[config.mk]
export PLATFORM = sky130hd
export DESIGN_NAME = dsi_video_sequencer
export DESIGN_NICKNAME = d
export VERILOG_FILES = /design/src/rtl/dsi_video_sequencer.sv
export SDC_FILE = /design/constraint.sdc
export NUM_CORES = 1
export LEC_CHECK = 0
export CAP_MARGIN = 20
export CORE_ASPECT_RATIO = 1.4
export CORE_UTILIZATION = 45
export CTS_CLUSTER_SIZE = 10
export DETAILED_ROUTE_END_ITERATION = 12
export PLACE_DENSITY = 0.68
export SYNTH_ARGS = -nofsm -noshare
export SYNTH_HDL_FRONTEND = slang
export SYNTH_SLANG_ARGS = --single-unit
[constraint.sdc]
create_clock -name clk_i -period 4.95 [get_ports clk_i]
set_clock_uncertainty 0.05 [all_clocks]
set_input_delay 0.7425 -clock clk_i [delete_from_list [all_inputs] [get_ports clk_i]]
set_output_delay 0.7425 -clock clk_i [all_outputs]
set_load 0.005 [all_outputs]
[src/rtl/dsi_video_sequencer.sv]
// Video-mode packet sequencer for the DSI assembler: per-line sync, RGB888 and blanking packets.
// Optional DSI_VSE_EN: the first line after vertical sync opens with VSE instead of HSS.
module dsi_video_sequencer #(
  parameter int unsigned g_pixels_per_clock = 1
) (
  input  logic        clk_i,
  input  logic        rst_n_i,
  input  logic        enable_i,
  input  logic [11:0] h_active_i,
  input  logic [15:0] h_blank_i,
  input  logic [11:0] h_lp_i,
  input  logic [11:0] v_sync_i,
  input  logic [11:0] v_back_i,
  input  logic [11:0] v_active_i,
  input  logic [11:0] v_front_i,
  output logic        p_req_o,
  output logic        p_islong_o,
  output logic [5:0]  p_type_o,
  output logic [15:0] p_wcount_o,
  output logic [15:0] p_command_o,
  output logic        p_last_o,
  input  logic        p_dreq_i,
  output logic        pix_req_o,
  output logic        blank_o,
  output logic        frame_start_o
);

  localparam logic [15:0] BeatBytes = 16'(3 * g_pixels_per_clock);
  localparam logic [5:0]  TypeVss   = 6'h01;
  localparam logic [5:0]  TypeHss   = 6'h21;
  localparam logic [5:0]  TypeRgb   = 6'h3e;
  localparam logic [5:0]  TypeBlank = 6'h19;

  typedef enum logic [2:0] {
    StIdle,
    StGap,
    StSyncHdr,
    StRgbHdr,
    StRgbPay,
    StBlankHdr,
    StBlankPay
  } state_e;

  state_e      state_q;
  logic [15:0] line_cnt_q;
  logic [15:0] beat_cnt_q;
  logic [11:0] gap_cnt_q;
  logic        p_req_q;
  logic        p_islong_q;
  logic [5:0]  p_type_q;
  logic [15:0] p_wcount_q;
  logic        p_last_q;

  logic [15:0] act_first;
  logic [15:0] act_end;
  logic [15:0] total_lines;
  logic [15:0] rgb_bytes;
  logic [15:0] pay_beats;
  logic        line_active;
  logic        last_line;
  logic        accept;
  logic        start_line;
  logic [5:0]  sync_type;

  always_comb begin
    act_first   = {4'd0, v_sync_i} + {4'd0, v_back_i};
    act_end     = act_first + {4'd0, v_active_i};
    total_lines = act_end + {4'd0, v_front_i};
    rgb_bytes   = {4'd0, h_active_i} * 16'd3;
    pay_beats   = p_wcount_q / BeatBytes;
    line_active = (line_cnt_q >= act_first) && (line_cnt_q < act_end);
    last_line   = (line_cnt_q == total_lines - 16'd1);
    accept      = p_req_q & p_dreq_i;
    // A new line may only begin from IDLE or on the final LP gap cycle.
    start_line  = enable_i && ((state_q == StIdle) || (state_q == StGap && gap_cnt_q == 12'd1));
    sync_type   = TypeHss;
    if (line_cnt_q == 16'd0) begin
      sync_type = TypeVss;
`ifdef DSI_VSE_EN
    end else if (line_cnt_q == {4'd0, v_sync_i}) begin
      sync_type = 6'h11;
`endif
    end
  end

  always_ff @(posedge clk_i or negedge rst_n_i) begin
    if (!rst_n_i) begin
      state_q    <= StIdle;
      line_cnt_q <= '0;
      beat_cnt_q <= '0;
      gap_cnt_q  <= '0;
      p_req_q    <= 1'b0;
      p_islong_q <= 1'b0;
      p_type_q   <= '0;
      p_wcount_q <= '0;
      p_last_q   <= 1'b0;
    end else if (start_line) begin
      state_q    <= StSyncHdr;
      gap_cnt_q  <= '0;
      p_req_q    <= 1'b1;
      p_islong_q <= 1'b0;
      p_type_q   <= sync_type;
      p_wcount_q <= '0;
      p_last_q   <= 1'b0;
    end else begin
      case (state_q)
        StIdle: ;
        StGap: begin
          gap_cnt_q <= gap_cnt_q - 12'd1;
          if (gap_cnt_q == 12'd1) state_q <= StIdle;
        end
        StSyncHdr: begin
          if (accept) begin
            p_islong_q <= 1'b1;
            if (line_active) begin
              state_q    <= StRgbHdr;
              p_type_q   <= TypeRgb;
              p_wcount_q <= rgb_bytes;
              p_last_q   <= 1'b0;
            end else begin
              state_q    <= StBlankHdr;
              p_type_q   <= TypeBlank;
              p_wcount_q <= rgb_bytes + h_blank_i;
              p_last_q   <= 1'b1;
            end
          end
        end
        StRgbHdr, StBlankHdr: begin
          if (accept) begin
            beat_cnt_q <= pay_beats;
            state_q    <= (state_q == StRgbHdr) ? StRgbPay : StBlankPay;
          end
        end
        StRgbPay: begin
          if (p_dreq_i) begin
            beat_cnt_q <= beat_cnt_q - 16'd1;
            if (beat_cnt_q == 16'd1) begin
              state_q    <= StBlankHdr;
              p_type_q   <= TypeBlank;
              p_wcount_q <= h_blank_i;
              p_last_q   <= 1'b1;
            end
          end
        end
        StBlankPay: begin
          if (p_dreq_i) begin
            beat_cnt_q <= beat_cnt_q - 16'd1;
            if (beat_cnt_q == 16'd1) begin
              state_q    <= StGap;
              p_req_q    <= 1'b0;
              gap_cnt_q  <= h_lp_i;
              line_cnt_q <= last_line ? 16'd0 : line_cnt_q + 16'd1;
            end
          end
        end
        default: state_q <= StIdle;
      endcase
    end
  end

  assign p_req_o       = p_req_q;
  assign p_islong_o    = p_islong_q;
  assign p_type_o      = p_type_q;
  assign p_wcount_o    = p_wcount_q;
  assign p_command_o   = '0;
  assign p_last_o      = p_last_q;
  assign pix_req_o     = p_dreq_i & (state_q == StRgbPay);
  assign blank_o       = (state_q != StRgbPay);
  assign frame_start_o = accept & (state_q == StSyncHdr) & (p_type_q == TypeVss);

endmodule

==> flow_metrics.tcl <==
set metrics [dict create \
    synthArstFlopShare_pct 100.0 \
    intPower_w 0.003790 \
    drt_first_iter_violations 597 \
    routed_wl_mm 25.70 \
    tightest_slew_ns 0.9801 \
    p_total_w 0.006834 \
    max_stage_delay_ns 0.39 \
    path_clk_slew_ns 0.06 \
    hold_path.class "reg2reg" \
    start_util_pct 46.27 \
    wire_per_inst_um 15.33 \
    antenna_cells 0 \
    cts_tree "yes" \
    pin_count 136 \
    seq_area_um2 1755 \
    hold_buffers 0 \
    netlist.area_leader.share_pct 19.62 \
    power_switching_w 0.003044 \
    stdcell_count 1676 \
    fillCellCount 1667 \
    cts_buffer_depth 2 \
    ir_drop_mv 0.2847 \
    grt_pass1_vias 8970 \
    max_cap_violations 0 \
    crit_path_top_delay_cell "a2111o_1" \
    globalRouteMet3Util_pct 2.662 \
    grtUsageTotal_pct 25.08 \
    ys_ff_latch 70 \
    drive_above_1_share_pct 22.76 \
    synth_seq_area_share_pct 19.62 \
    antenna_found_initial 0 \
    use_met2_pct 47.90 \
    fmax_mhz 188.3 \
    grt.busiest_layer "met2" \
    critPathKind "in2reg" \
    htreeDepth 3 \
    synth_area_leaders "dfrtp_1 (20%), ha_1 (15%), o21ai_0 (6.6%)" \
    clockPowerShare_pct 10.6 \
    synth-warning-count 0 \
    crit_path_end_kind "flip-flop" \
    via_per_inst 5.573 \
    gp_congestion 0.8756 \
    maxSlewHeadroom_pct 34.42 \
    violations "setup timing" \
    multi_input_area_um2 7127 \
    yosys.cell_types.count 84 \
    dieArea_um2 20410 \
    syn_area_um2 8927 \
    num_vias 9340 \
    setup_ws_ns -0.3600 \
    numCtsBuffers 9 \
    fp-row-count 60 \
    hold_viol 0 \
    grt.overflow.total 0 \
    drt_pass1_iterations 5 \
    dpl.cell_count 1618 \
    cp_common_cell "buf_4" \
    finalMaxSlewViolations 0 \
    seqPwrFrac_pct 14.5 \
    worstSkewPairLatency_ns 0.34 \
    fin_util_pct 64.66 \
    yosysMostFrequentCell "o21ai_0" \
    io_buffers 119 \
    final_antenna_net_count 0 \
    start_kind "input pin" \
    ys_dominant_reg_cell "dfrtp_1" \
    area_delta_synth_final_pct 39.75 \
    synth_edf_count 0 \
    placeableCoreArea_um2 19290 \
    fin_crit_sh_pct 107.3 \
    rsz0062_at_grt "true" \
    fp.dieH_um 168.7 \
    combinationalPowerShare_pct 74.9 \
    crit_required_ns 5.16 \
    route.detailed.drc 0 \
    clock-sinks 70 \
    swShare_pct 44.54 \
    grt_max_degree 41 \
    met1_usage_pct 27.57 \
    cts-root-buf "clkbuf_16" \
    grt_pass1_wl_mm 41.51 \
    p_leak_nw 5.693 \
    layout.nets 1630 \
    status "finished with violations" \
    avgSynthCellArea_um2 7.598 \
    die_x_um 121.0 \
    syn_inst 1175 \
    synth_common_cells "o21ai_0 (118), inv_1 (113), ha_1 (110), nor2_1 (105), a21oi_1 (87)" \
    cellPowerDensity_nw_per_um2 547.8 \
    path_max_fanout 5 \
    yosys.area.top_type "dfrtp_1" \
    dp_hpwl_mm 19.44 \
    finalSetupViolCount 38 \
    period_needed_ns 5.310 \
    worstPathArrival_ns 5.52 \
]
-- through the flow --
step,hold WS [ns],setup TNS (ns),instance area (um2),setup slack (ns)
6_report,0.4307,-7.806,12480,-0.3600
5_1_grt,0.4718,-18.43,12480,-0.5863
4_1_cts,0.4301,-7.519,12160,-0.3565
3_5_place_dp,0.4169,-39.14,11250,-1.185
3_3_place_gp,0.4249,-33.93,11250,-0.9648
2_1_floorplan,0.3969,-5.257,9176,-0.2559
-- power by group through the flow --
| stage | Sequential [W] | Combinational (W) | Clock (W) |
|---|---|---|---|
| final | 0.000993 | 0.00512 | 0.000724 |
| after global routing | 0.00102 | 0.00565 | 0.000755 |
| after CTS | 0.000984 | 0.00485 | 0.000732 |
| after detailed placement | 0.000992 | 0.00461 | 0 |
| after global placement | 0.000989 | 0.00453 | 0 |
| after floorplan | 0.000881 | 0.00321 | 0 |
-- area by class of cell --
| cell class | count | area share, % |
|---|---|---|
| Multi-Input combinational cell | 942 | 57.13 |
| Timing Repair Buffer | 284 | 20.17 |
| Sequential cell | 70 | 14.07 |
| Inverter | 116 | 3.490 |
| Tap cell | 248 | 2.487 |
| Clock buffer | 10 | 1.916 |
| Clock inverter | 6 | 0.7422 |
-- cells by family (layout without fill, tap and decap cells) --
logic type      Yosys count  count (layout)  share of synthesized area, %
fa+ha+maj               115             115                         16.54
flops                    70              70                         19.62
simple gates            355             355                         19.93
compound gates          360             360                         25.44
other cells               1              16                       0.04201
xor+xnor                 79              79                         7.751
mux                      17              17                         1.948
buf+inv                 178             416                         8.732
-- cells in the final DEF, fill, tap and decap left out, types with 13 or more instances in the layout --
| cell type | instances |
|---|---|
| a21o_1 | 38 |
| a21oi_1 | 69 |
| a21oi_2 | 17 |
| buf_4 | 151 |
| buf_6 | 13 |
| clkdlybuf4s50_1 | 112 |
| conb_1 | 16 |
| dfrtp_1 | 67 |
| ha_1 | 93 |
| ha_4 | 14 |
| inv_1 | 103 |
| nand2_1 | 73 |
| nand2b_1 | 18 |
| nand3_1 | 27 |
| nor2_1 | 92 |
| nor2b_1 | 13 |
| nor3_1 | 26 |
| o21ai_0 | 85 |
| o21ai_1 | 24 |
| xnor2_1 | 52 |
-- worst max-delay path, delay by kind of cell --
family	cells	cell delay (ns)
compound gates	11	2.00
xor+xnor	1	0.06
fa+ha+maj	5	1.37
buf+inv	8	0.87
simple gates	4	0.44
-- sequential cells by signal, indices dropped and copies added (netlist names) --
signal      flops
beat_cnt_q     16
state_q         3
p_req_o         1
line_cnt_q     16
p_wcount_o     16
p_last_o        1
gap_cnt_q      12
p_type_o        4
p_islong_o      1
-- metal layers --
metal | routed length, um | up-vias
met3 | 697 | 54
met1 | 10030 | 4397
li1 | - | 4651
met5 | 0 | -
met4 | 914 | 0
met2 | 14050 | 238
-- final timing paths --
kind | from | end | slack [ns] | cells past startpoint
worst max register to register | p_wcount_o[13] | beat_cnt_q[1] | 0.26 | 17
max in group asynchronous | rst_n_i | p_wcount_o[15] | 3.39 | 2
min in group asynchronous | rst_n_i | gap_cnt_q[8] | 0.48 | 1
worst max-delay path | v_sync_i[0] | line_cnt_q[2] | -0.36 | 29
worst min-delay path | p_last_o | p_last_o | 0.43 | 2
worst min register to register | p_last_o | p_last_o | 0.43 | 2
-- repair_timing --
| item | in CTS | in global routing |
|---|---|---|
| gates resized for setup | 89 | 58 |
| pin swaps | 69 | 51 |
| setup endpoints to repair | 38 | 40 |
| buffers inserted | 34 | 8 |
| cloned | 2 | 0 |
Power figures use the tool's default switching activity.
